<file path="src/rtl/sync_fifo_pkg.sv">
// Shared definitions for the parametrised synchronous FIFO: default sizing,
// width derivation helpers, the wrap-around pointer increment, and the
// encoding of the per-cycle accepted access.
package sync_fifo_pkg;

  localparam int DEF_WIDTH     = 8;
  localparam int DEF_DEPTH     = 16;
  // almost_full defaults to DEPTH minus this margin
  localparam int DEF_AF_MARGIN = 2;
  localparam int DEF_AE_THRESH = 2;

  // What the FIFO actually did this cycle, built as {write, read} accepted
  typedef enum logic [1:0] {
    ACC_IDLE = 2'b00,
    ACC_POP  = 2'b01,
    ACC_PUSH = 2'b10,
    ACC_BOTH = 2'b11
  } acc_e;

  // Pointer width: enough bits to address DEPTH entries
  function automatic int addr_w(input int depth);
    return (depth < 2) ? 1 : $clog2(depth);
  endfunction

  // Occupancy width: must represent 0..DEPTH inclusive
  function automatic int cnt_w(input int depth);
    return $clog2(depth + 1);
  endfunction

  // Pointer increment with an explicit wrap at DEPTH-1, so depths that are
  // not powers of two never step into unused addresses
  function automatic logic [31:0] ptr_wrap_inc(input logic [31:0] ptr,
                                               input int depth);
    return (ptr == 32'(depth - 1)) ? 32'd0 : ptr + 32'd1;
  endfunction

endpackage

</file>
<file path="src/rtl/sync_fifo_param_if.sv">
// Producer/consumer side of the parametrised FIFO. The master modport is the
// client (issues wr/rd and data_in); the slave modport is the FIFO itself.
interface sync_fifo_param_if
  import sync_fifo_pkg::*;
#(
  parameter int WIDTH = DEF_WIDTH,
  parameter int DEPTH = DEF_DEPTH
);

  localparam int CNT_W = cnt_w(DEPTH);

  logic             wr;
  logic [WIDTH-1:0] data_in;
  logic             rd;
  logic [WIDTH-1:0] data_out;
  logic             full;
  logic             empty;
  logic             almost_full;
  logic             almost_empty;
  logic [CNT_W-1:0] count;
  logic             overflow;
  logic             underflow;

  modport master (
    output wr, data_in, rd,
    input  data_out, full, empty, almost_full, almost_empty,
           count, overflow, underflow
  );

  modport slave (
    input  wr, data_in, rd,
    output data_out, full, empty, almost_full, almost_empty,
           count, overflow, underflow
  );

endinterface

</file>
<file path="src/rtl/sync_fifo_ctrl.sv">
// Control path of the parametrised FIFO: accept logic, read/write pointers,
// occupancy count, registered status flags and overflow/underflow pulses.
// All flags are registered from the next-state count, so they are exact in
// the cycle right after any accepted access.
module sync_fifo_ctrl
  import sync_fifo_pkg::*;
#(
  parameter  int DEPTH     = DEF_DEPTH,
  parameter  int AF_THRESH = DEPTH - DEF_AF_MARGIN,
  parameter  int AE_THRESH = DEF_AE_THRESH,
  localparam int ADDR_W    = addr_w(DEPTH),
  localparam int CNT_W     = cnt_w(DEPTH)
) (
  input  logic              clk,
  input  logic              rst_n,
  input  logic              wr,
  input  logic              rd,
  output logic              wr_acc,
  output logic              rd_acc,
  output logic [ADDR_W-1:0] wptr,
  output logic [ADDR_W-1:0] rptr,
  output logic [CNT_W-1:0]  count,
  output logic              full,
  output logic              empty,
  output logic              almost_full,
  output logic              almost_empty,
  output logic              overflow,
  output logic              underflow
);

  localparam logic [CNT_W-1:0] DEPTH_C = CNT_W'(DEPTH);
  localparam logic [CNT_W-1:0] AF_C    = CNT_W'(AF_THRESH);
  localparam logic [CNT_W-1:0] AE_C    = CNT_W'(AE_THRESH);

  acc_e              acc;
  logic [CNT_W-1:0]  count_next;
  logic [ADDR_W-1:0] wptr_inc;
  logic [ADDR_W-1:0] rptr_inc;

  // A read needs data; a write needs room, or a slot freed by a same-cycle read
  assign rd_acc = rd & ~empty;
  assign wr_acc = wr & (~full | rd_acc);
  assign acc    = acc_e'({wr_acc, rd_acc});

  assign wptr_inc = ADDR_W'(ptr_wrap_inc(32'(wptr), DEPTH));
  assign rptr_inc = ADDR_W'(ptr_wrap_inc(32'(rptr), DEPTH));

  // Occupancy after this cycle's accepted accesses
  always_comb begin
    // NOTE: assign a default before the case so every path drives count_next
    // and no latch is inferred.
    count_next = count;
    case (acc)
      ACC_PUSH: count_next = count + CNT_W'(1);
      ACC_POP:  count_next = count - CNT_W'(1);
      default:  count_next = count;  // idle, or push+pop cancel out
    endcase
  end

  // Read/write pointers, each advancing only on its own accepted access
  always_ff @(posedge clk or negedge rst_n) begin
    if (!rst_n) begin
      // NOTE: state registers use non-blocking assignments so every flop
      // samples pre-edge values regardless of block ordering.
      wptr <= '0;
      rptr <= '0;
    end else begin
      if (wr_acc) wptr <= wptr_inc;
      if (rd_acc) rptr <= rptr_inc;
    end
  end

  // Occupancy count and status flags, all derived from the next count
  always_ff @(posedge clk or negedge rst_n) begin
    if (!rst_n) begin
      count        <= '0;
      full         <= 1'b0;
      empty        <= 1'b1;
      almost_full  <= (AF_C == '0);
      almost_empty <= 1'b1;
    end else begin
      count        <= count_next;
      full         <= (count_next == DEPTH_C);
      empty        <= (count_next == '0);
      almost_full  <= (count_next >= AF_C);
      almost_empty <= (count_next <= AE_C);
    end
  end

  // One-cycle error pulses for each rejected request
  always_ff @(posedge clk or negedge rst_n) begin
    if (!rst_n) begin
      overflow  <= 1'b0;
      underflow <= 1'b0;
    end else begin
      overflow  <= wr & ~wr_acc;
      underflow <= rd & ~rd_acc;
    end
  end

endmodule

</file>
<file path="src/rtl/sync_fifo_param.sv">
// Parametrised single-clock FIFO (any WIDTH >= 1, any DEPTH >= 2) with
// occupancy count, programmable almost-full/almost-empty flags and
// overflow/underflow pulses. A write to a full FIFO is accepted when a read
// is accepted in the same cycle.
//
// Build option SYNC_FIFO_FWFT_EN: first-word-fall-through. When defined,
// data_out shows the head entry combinationally whenever the FIFO is not
// empty and rd pops it. When undefined, data_out is a register loaded one
// cycle after an accepted read and held otherwise.
module sync_fifo_param
  import sync_fifo_pkg::*;
#(
  parameter int WIDTH     = DEF_WIDTH,
  parameter int DEPTH     = DEF_DEPTH,
  parameter int AF_THRESH = DEPTH - DEF_AF_MARGIN,
  parameter int AE_THRESH = DEF_AE_THRESH
) (
  input logic               clk,
  input logic               rst_n,
  sync_fifo_param_if.slave  bus
);

  localparam int ADDR_W = addr_w(DEPTH);

  logic [WIDTH-1:0]  mem [DEPTH];
  logic              wr_acc;
  logic              rd_acc;
  logic [ADDR_W-1:0] wptr;
  logic [ADDR_W-1:0] rptr;

  sync_fifo_ctrl #(
    .DEPTH     (DEPTH),
    .AF_THRESH (AF_THRESH),
    .AE_THRESH (AE_THRESH)
  ) u_ctrl (
    .clk          (clk),
    .rst_n        (rst_n),
    .wr           (bus.wr),
    .rd           (bus.rd),
    .wr_acc       (wr_acc),
    .rd_acc       (rd_acc),
    .wptr         (wptr),
    .rptr         (rptr),
    .count        (bus.count),
    .full         (bus.full),
    .empty        (bus.empty),
    .almost_full  (bus.almost_full),
    .almost_empty (bus.almost_empty),
    .overflow     (bus.overflow),
    .underflow    (bus.underflow)
  );

  // Storage write; independent of the read so both can happen in one cycle.
  // When full, wptr == rptr: the read below still sees the old word because
  // both sides sample pre-edge memory contents.
  always_ff @(posedge clk) begin
    // NOTE: the storage array has no reset; pointers and count define which
    // entries are valid, and leaving it unreset lets it map onto RAM.
    if (wr_acc) mem[wptr] <= bus.data_in;
  end

`ifdef SYNC_FIFO_FWFT_EN
  // Head entry is always visible; meaningful only while not empty
  assign bus.data_out = mem[rptr];
`else
  // Registered read port: loads the head entry on an accepted read, holds otherwise
  always_ff @(posedge clk or negedge rst_n) begin
    if (!rst_n) begin
      bus.data_out <= '0;
    end else if (rd_acc) begin
      bus.data_out <= mem[rptr];
    end
  end
`endif

endmodule

</file>
<file path="src/flat_wrapper.sv">
// flat-port wrapper written by rule: the top's interface ports become plain ports
module sync_fifo_param_flat import sync_fifo_pkg::*;
#(
  parameter int WIDTH     = DEF_WIDTH,
  parameter int DEPTH     = DEF_DEPTH,
  parameter int AF_THRESH = DEPTH - DEF_AF_MARGIN,
  parameter int AE_THRESH = DEF_AE_THRESH
)
  (clk, rst_n, bus_wr, bus_data_in, bus_rd, bus_data_out, bus_full, bus_empty, bus_almost_full, bus_almost_empty, bus_count, bus_overflow, bus_underflow);
  sync_fifo_param_if #(.WIDTH(WIDTH), .DEPTH(DEPTH)) bus_i ();
  input logic clk;
  input logic rst_n;
  input wire logic [$bits(bus_i.wr)-1:0] bus_wr;
  input wire logic [$bits(bus_i.data_in)-1:0] bus_data_in;
  input wire logic [$bits(bus_i.rd)-1:0] bus_rd;
  output wire logic [$bits(bus_i.data_out)-1:0] bus_data_out;
  output wire logic [$bits(bus_i.full)-1:0] bus_full;
  output wire logic [$bits(bus_i.empty)-1:0] bus_empty;
  output wire logic [$bits(bus_i.almost_full)-1:0] bus_almost_full;
  output wire logic [$bits(bus_i.almost_empty)-1:0] bus_almost_empty;
  output wire logic [$bits(bus_i.count)-1:0] bus_count;
  output wire logic [$bits(bus_i.overflow)-1:0] bus_overflow;
  output wire logic [$bits(bus_i.underflow)-1:0] bus_underflow;
  assign bus_i.wr = bus_wr;
  assign bus_i.data_in = bus_data_in;
  assign bus_i.rd = bus_rd;
  assign bus_data_out = bus_i.data_out;
  assign bus_full = bus_i.full;
  assign bus_empty = bus_i.empty;
  assign bus_almost_full = bus_i.almost_full;
  assign bus_almost_empty = bus_i.almost_empty;
  assign bus_count = bus_i.count;
  assign bus_overflow = bus_i.overflow;
  assign bus_underflow = bus_i.underflow;
  sync_fifo_param #(.WIDTH(WIDTH), .DEPTH(DEPTH), .AF_THRESH(AF_THRESH), .AE_THRESH(AE_THRESH)) u_core (.clk(clk), .rst_n(rst_n), .bus(bus_i));
endmodule
</file>
<file path="config.mk">
export PLATFORM = sky130hd
export DESIGN_NAME = sync_fifo_param_flat
export DESIGN_NICKNAME = d
export VERILOG_FILES = /design/src/rtl/sync_fifo_pkg.sv /design/src/rtl/sync_fifo_param_if.sv /design/src/rtl/sync_fifo_ctrl.sv /design/src/rtl/sync_fifo_param.sv /design/src/flat_wrapper.sv
export SDC_FILE = /design/constraint.sdc
export NUM_CORES = 1
export LEC_CHECK = 0
export CORE_ASPECT_RATIO = 1.5
export CORE_MARGIN = 2
export CORE_UTILIZATION = 40
export DETAILED_ROUTE_END_ITERATION = 8
export GPL_TIMING_DRIVEN = 0
export PLACE_DENSITY_LB_ADDON = 0.3
export SYNTH_ARGS = -nofsm -noshare
export SYNTH_HDL_FRONTEND = slang
export SYNTH_SLANG_ARGS = --single-unit
</file>
<file path="constraint.sdc">
create_clock -name clk -period 3.4 [get_ports clk]
set_input_delay 1.02 -clock clk [delete_from_list [all_inputs] [get_ports clk]]
set_output_delay 1.02 -clock clk [all_outputs]
set_load 0.1 [all_outputs]
</file>
Word-level counts from Yosys, hierarchy flattened
Memories as Yosys holds them, arrays and structs flattened. A register that Yosys moved wholly into a read port is not among the register bits.
Index checks and enable logic that the tools add are counted.
W data, S select, Z words.
{"block": "word_totals", "memories": 1, "latch_bits": 0, "mem_bits_ro": 0, "mem_bits_rw": 128, "word_cells": 37, "output_inout_bits": 19, "ff_bits": 19, "inputBits": 12}
{"block": "op_classes", "n_mul": 0, "n_eq_ne": 5, "magnitude_cmp": 2, "shift": 0, "n_div": 0, "reduce_logical": 2, "addsub": 4, "mux": 5, "n_bitwise": 9}
{"memory": "u_core.mem", "depth": 16, "word_bits": 8, "read_ports": 1, "rd_clocked_by_memory_dff": 1, "wr": 1, "line_no": "sync_fifo_param.sv:25", "source": "logic [WIDTH-1:0] mem [DEPTH];"}
{"cell": "$pmux W5 S2", "n": 1}
{"cell": "$add A4 B1 Y4 const B", "n": 2}
{"cell": "$eq A4 B4 Y1 const B", "n": 2}
{"cell": "$mux W4", "n": 2}
{"cell": "$add A5 B1 Y5 const B", "n": 1}
{"cell": "$eq A5 B5 Y1 const B", "n": 1}
{"cell": "$ge A5 B4 Y1 const B", "n": 1}
{"cell": "$le A5 B2 Y1 const B", "n": 1}
{"cell": "$logic_not A5 Y1", "n": 1}
{"cell": "$sub A5 B1 Y5 const B", "n": 1}
{"cell": "$and A1 B1 Y1", "n": 4}
{"cell": "$not A1 Y1", "n": 4}
{"cell": "$eq A2 B1 Y1 const B", "n": 1}
{"cell": "$eq A2 B2 Y1 const B", "n": 1}
{"cell": "$mux W1", "n": 2}
{"cell": "$logic_not A1 Y1", "n": 1}
{"cell": "$or A1 B1 Y1", "n": 1}

Depth between registers and ports, before layout
{"block": "logic_depth", "ltp_word": 7, "depth_mapped": 13, "mapped_depth_nobuf": 12}

Cells and area by module
A second synthesis with hierarchy kept.
{"block": "hier_totals", "cells_unflattened": 330, "hier_area_um2": 6343.6}
{"module": "sync_fifo_param", "area_per_inst_um2": 5331.4, "n_inst": 1, "cells_per_inst": 240, "seq_area_each_um2": 4043.9}
{"module": "sync_fifo_ctrl", "area_per_inst_um2": 1012.2, "n_inst": 1, "cells_per_inst": 90, "seq_area_each_um2": 478.0}

Worst setup path before layout
Ideal clock, no wire load.
{"block": "synth_timing", "path_kind": "input to register", "startpoint": "in bus_rd", "endpoint": "reg u_core.u_ctrl.almost_empty", "t_arrival_ns": 3.218, "setup_time_ns": 0.122, "setup_slack_ns": 0.060, "path_buffers": 1, "cell_stages": 13, "t_required_ns": 3.278, "cell_sequence": "nand2b_1 a21boi_0 inv_1 ha_1 buf_2 xor2_1 ha_1 nand2_1 nor3_1 nor4_1 xnor2_1 inv_1 a2111oi_0"}
{"block": "synth_between", "elab_chain_len": 6, "elab_cells_between_ends": 7, "cone_classes": "1 x order compare; 2 x eq/ne; 1 x mux; 3 x bitwise"}
{"item": "from (decl)", "line_no": "flat_wrapper.sv:15", "source": "input wire logic [$bits(bus_i.rd)-1:0] bus_rd;"}
{"item": "$and A1 B1 Y1 *", "line_no": "sync_fifo_ctrl.sv:41", "source": "assign rd_acc = rd & ~empty;"}
{"item": "$or A1 B1 Y1", "line_no": "sync_fifo_ctrl.sv:42", "source": "assign wr_acc = wr & (~full | rd_acc);"}
{"item": "$and A1 B1 Y1", "line_no": "sync_fifo_ctrl.sv:42"}
{"item": "$eq A2 B1 Y1 / $eq A2 B2 Y1 (equally long branches)", "line_no": "sync_fifo_ctrl.sv:53", "source": "case (acc)"}
{"item": "$pmux W5 S2 *", "line_no": "sync_fifo_ctrl.sv:53"}
{"item": "via u_core.u_ctrl.count_next[4]", "line_no": "sync_fifo_ctrl.sv:36", "source": "logic [CNT_W-1:0] count_next;"}
{"item": "$le A5 B2 Y1 *", "line_no": "sync_fifo_ctrl.sv:86", "source": "almost_empty <= (count_next <= AE_C);"}
{"item": "to (signal assigned)", "line_no": "sync_fifo_ctrl.sv:86"}
{"item": "to (decl)", "line_no": "sync_fifo_ctrl.sv:26", "source": "output logic almost_empty,"}
The timed path passes the listed nets; every way through them passes the cells marked *.
A chain may end at the register's enable or synchronous reset.

Worst setup path in the final report
{"block": "layout_timing", "startpoint": "in bus_wr", "endpoint": "reg u_core.u_ctrl.almost_empty"}
{"block": "layout_between", "elab_chain_len": 4, "elab_cells_between_ends": 5, "cone_classes": "1 x order compare; 2 x eq/ne; 1 x mux; 1 x bitwise"}
{"item": "from (decl)", "line_no": "flat_wrapper.sv:13", "source": "input wire logic [$bits(bus_i.wr)-1:0] bus_wr;"}
{"item": "$and A1 B1 Y1 *", "line_no": "sync_fifo_ctrl.sv:42"}
{"item": "$eq A2 B1 Y1 / $eq A2 B2 Y1 (equally long branches)", "line_no": "sync_fifo_ctrl.sv:53"}
{"item": "$pmux W5 S2 *", "line_no": "sync_fifo_ctrl.sv:53"}
{"item": "via u_core.u_ctrl.count_next[4]", "line_no": "sync_fifo_ctrl.sv:36"}
{"item": "$le A5 B2 Y1 *", "line_no": "sync_fifo_ctrl.sv:86"}
Marked as above.

==> flow_metrics.env <==
export IMPL_synthFlopType="edfxtp_1"
export IMPL_drc_errors=0
export IMPL_synth_warnings=0
export IMPL_hold_viol=0
export IMPL_fill_cells=1322
export IMPL_grt_pass1_vias=3312
export IMPL_cts_buffers=17
export IMPL_setup_viol=0
export IMPL_synth_edf_count=128
export IMPL_avgSynthCellArea_sq_um=19.0
export IMPL_fmax_mhz=306
export IMPL_layout_commonest_cell="edfxtp_1"
export IMPL_stdcell_count=601
export IMPL_core_sq_mm=0.0156
export IMPL_period_needed_ns=3.27
export IMPL_min_path_cells=1
export IMPL_post_place_ws_ns=-1.01
export IMPL_worstPathArrival_ns=3.58
export IMPL_tritoncts="built"
export IMPL_grt_overflow=0
export IMPL_max_stage_delay_ns=0.48
export IMPL_slew_violations=0
export IMPL_htreeDepth=4
export IMPL_die_w_um=107
export IMPL_drt_wirelength_per_cell_um=20.2
export IMPL_r2r_end="u_core.u_ctrl.almost_empty"
export IMPL_dp_cells=566
export IMPL_synth_compound_area_share_pct=3.81
export IMPL_synth_simple_gate_area_share_pct=4.92
export IMPL_rsz0062_at_grt="false"
export IMPL_post_route_cell_area_sq_mm=0.00747
export IMPL_synth_cells=333
export IMPL_r2r_setup_slack_ns=0.58
export IMPL_syn_num_nets=353
export IMPL_powerDensity_mw_per_mm2=914
export IMPL_first_iter_violations=179
export IMPL_port_buffers=30
export IMPL_multi_input_comb_area_sq_mm=0.00169
export IMPL_clk_latency_ns=0.42
export IMPL_dr_pass1_iters=4
export IMPL_synthXorXnorAreaFrac_pct=1.11
export IMPL_globalplace_congestion=0.770
export IMPL_insertedDiodeCount=0
export IMPL_dp_hpwl_mm=8.48
export IMPL_ir_worst_vdd_v=0.000747
export IMPL_avgViaCountPerCell=5.22
export IMPL_ys_ff_latch=155
export IMPL_tightest_slew_ns=0.979
export IMPL_timing_final_ws_setup_ns=0.130
export IMPL_synth_top_area_share_pct=60.9
export IMPL_min_from="u_core.bus.data_out[3]"
export IMPL_die_h_um=158
export IMPL_synth_area_top_cells="edfxtp_1, dfrtp_1, mux4_2, mux4_1, mux2_2"
export IMPL_required_ns=3.71
export IMPL_p_leak_nw=2.55
export IMPL_yosysUniqueCellTypes=45
export IMPL_critPathBufInv=3
export IMPL_clk_pin_slew_ns=0.06
export IMPL_timing_critical_path_from_type="input port"
export IMPL_post_route_period_util_pct=96.2
export IMPL_synth_area_sq_mm=0.00631
export IMPL_drive_gt1_share_pct=22.4
export IMPL_routed_wl_mm=12.2
export IMPL_vias=3140
export IMPL_placedInstanceArea_sq_mm=0.00687
export IMPL_drv_cap=0
export IMPL_cts_sinks=155
export IMPL_synth_top_family_by_area="multiplexers"
export IMPL_hold_class="register to register"
export IMPL_io_pins=31
export IMPL_synth_fa_ha_area_share_pct=1.59
export IMPL_yosysSeqAreaShare_pct=71.6
export IMPL_crit_family="compound AO/OA/AOI/OAI gates"
export IMPL_total_power_mw=6.83
export IMPL_fin_tns_setup_ns=0
export IMPL_grtUsageTotal_pct=15.6
export IMPL_crit_fanout=9
export IMPL_end_kind="register"
export IMPL_rows=56
export IMPL_cp_slowest_cell="clkdlybuf4s50_1"
export IMPL_seqCellArea_sq_mm=0.00452
export IMPL_crit_top_cell="ha_2"
export IMPL_clock_path_buffers=2
export IMPL_hold_ws_ns=0.526
export IMPL_final_cell_mix="edfxtp_1, clkdlybuf4s50_1, mux4_2, dfrtp_1, clkbuf_16"
export IMPL_grt_first_pass_wirelength_mm=19.0
export IMPL_cts_root_buf="clkbuf_16"
export IMPL_antenna_found_initial=0
export IMPL_synthToLayoutAreaGrowth_pct=18.3
export IMPL_outcome="finished clean"
export IMPL_initial_core_util_pct=40.6
export IMPL_min_to="u_core.bus.data_out[3]"
export IMPL_async_reset_ff_share_pct=17.4
export IMPL_r2r_start="u_core.u_ctrl.empty"
export IMPL_die_area_sq_mm=0.0168
export IMPL_skew_ns=0.0117
export IMPL_grt_max_degree=28
export IMPL_yosysTopAreaCell="edfxtp_1"
export IMPL_drtAntennaViolNets=0
export IMPL_fin_nets=405
export IMPL_crit_chain="clkdlybuf4s50_1 -> a21boi_4 -> inv_2 -> ha_2 -> xor2_2 -> ha_2 -> a21o_1 -> a21oi_1 -> nor4_2 -> xnor2_1 -> inv_1 -> a2111oi_2"
export IMPL_worst_r2r_path_depth=12
export IMPL_utilization_pct=48.0
export IMPL_hold_buffers=0
export IMPL_path_class="input port to register"
export IMPL_slew_headroom_pct=34.5
export IMPL_synthMuxAreaShare_pct=14.7
[worst reg2reg max path, stage by stage, from the launching register on]
cell       delay [ns]
dfstp_2          0.54
nand2b_4         0.15
a21boi_4         0.06
inv_2            0.12
ha_2             0.31
xor2_2           0.16
ha_2             0.21
a21o_1           0.12
a21oi_1          0.08
nor4_2           0.33
xnor2_1          0.19
inv_1            0.12
a2111oi_2        0.34
[cell families after synthesis]
kind of cell,count (synthesis)
flops,155
simple gates,55
mux,49
compound gates,32
buf+inv,26
xor+xnor,8
fa+ha+maj,8
[report_power, final]
group          switching (mW)  total (mW)  leakage, nW  internal (mW)
logic                    1.66        2.65        0.818          0.989
clock network           0.756        1.70        0.251          0.945
registers               0.135        2.48         1.48           2.34
total                    2.55        6.83         2.55           4.28
[synth_stat cells, drive strengths merged, types with 3 or more instances]
| library cell | number |
|---|---|
| and4 | 5 |
| mux2i | 8 |
| o21ai | 6 |
| mux4 | 32 |
| edfxtp | 128 |
| nand2 | 9 |
| buf | 9 |
| inv | 6 |
| mux2 | 9 |
| xnor2 | 5 |
| xor2 | 3 |
| dfrtp | 25 |
| a21oi | 4 |
| a221o | 8 |
| nor3 | 11 |
| ha | 8 |
| nand3 | 4 |
| and2 | 14 |
| nor2 | 4 |
| clkbuf | 11 |
[final cells by class]
type	instances	area share, %
Sequential cell	155	60.6
Clock buffer	18	5.75
Buffer	19	1.51
Inverter	6	0.302
Tap cell	203	3.40
Clock inverter	14	1.47
Timing Repair Buffer	34	4.34
Multi-Input combinational cell	152	22.7
[sequential cells by signal (all words and copies together) (netlist names)]
| name | flops |
|---|---|
| u_core.bus.data_out | 8 |
| u_core.mem | 128 |
| u_core.u_ctrl.almost_empty | 1 |
| u_core.u_ctrl.almost_full | 1 |
| u_core.u_ctrl.count | 5 |
| u_core.u_ctrl.empty | 1 |
| u_core.u_ctrl.full | 1 |
| u_core.u_ctrl.overflow | 1 |
| u_core.u_ctrl.rptr | 4 |
| u_core.u_ctrl.underflow | 1 |
| u_core.u_ctrl.wptr | 4 |
[metal layers]
| layer | global-route usage, % | wire length, um |
|---|---|---|
| met5 | 0 | 0 |
| met4 | 5.57 | 136 |
| met3 | 2.88 | 367 |
| met2 | 28.9 | 6780 |
| met1 | 17.8 | 4880 |
[worst max path at each step]
stage,to,cells after the start,startpoint
after floorplan,u_core.u_ctrl.almost_empty,13,bus_rd
final,u_core.u_ctrl.almost_empty,12,bus_wr
after detailed placement,u_core.u_ctrl.almost_empty,14,bus_rd
after global placement,u_core.u_ctrl.almost_empty,14,bus_rd
after global routing,u_core.u_ctrl.almost_empty,12,bus_wr
after CTS,u_core.u_ctrl.almost_empty,13,bus_wr
[timing repair]
item	CTS	global route
setup endpoints to repair	6	3
buffers inserted	3	1
pin swaps	3	2
resized for setup	8	4
Note: power is estimated with default switching activity, not from simulation.
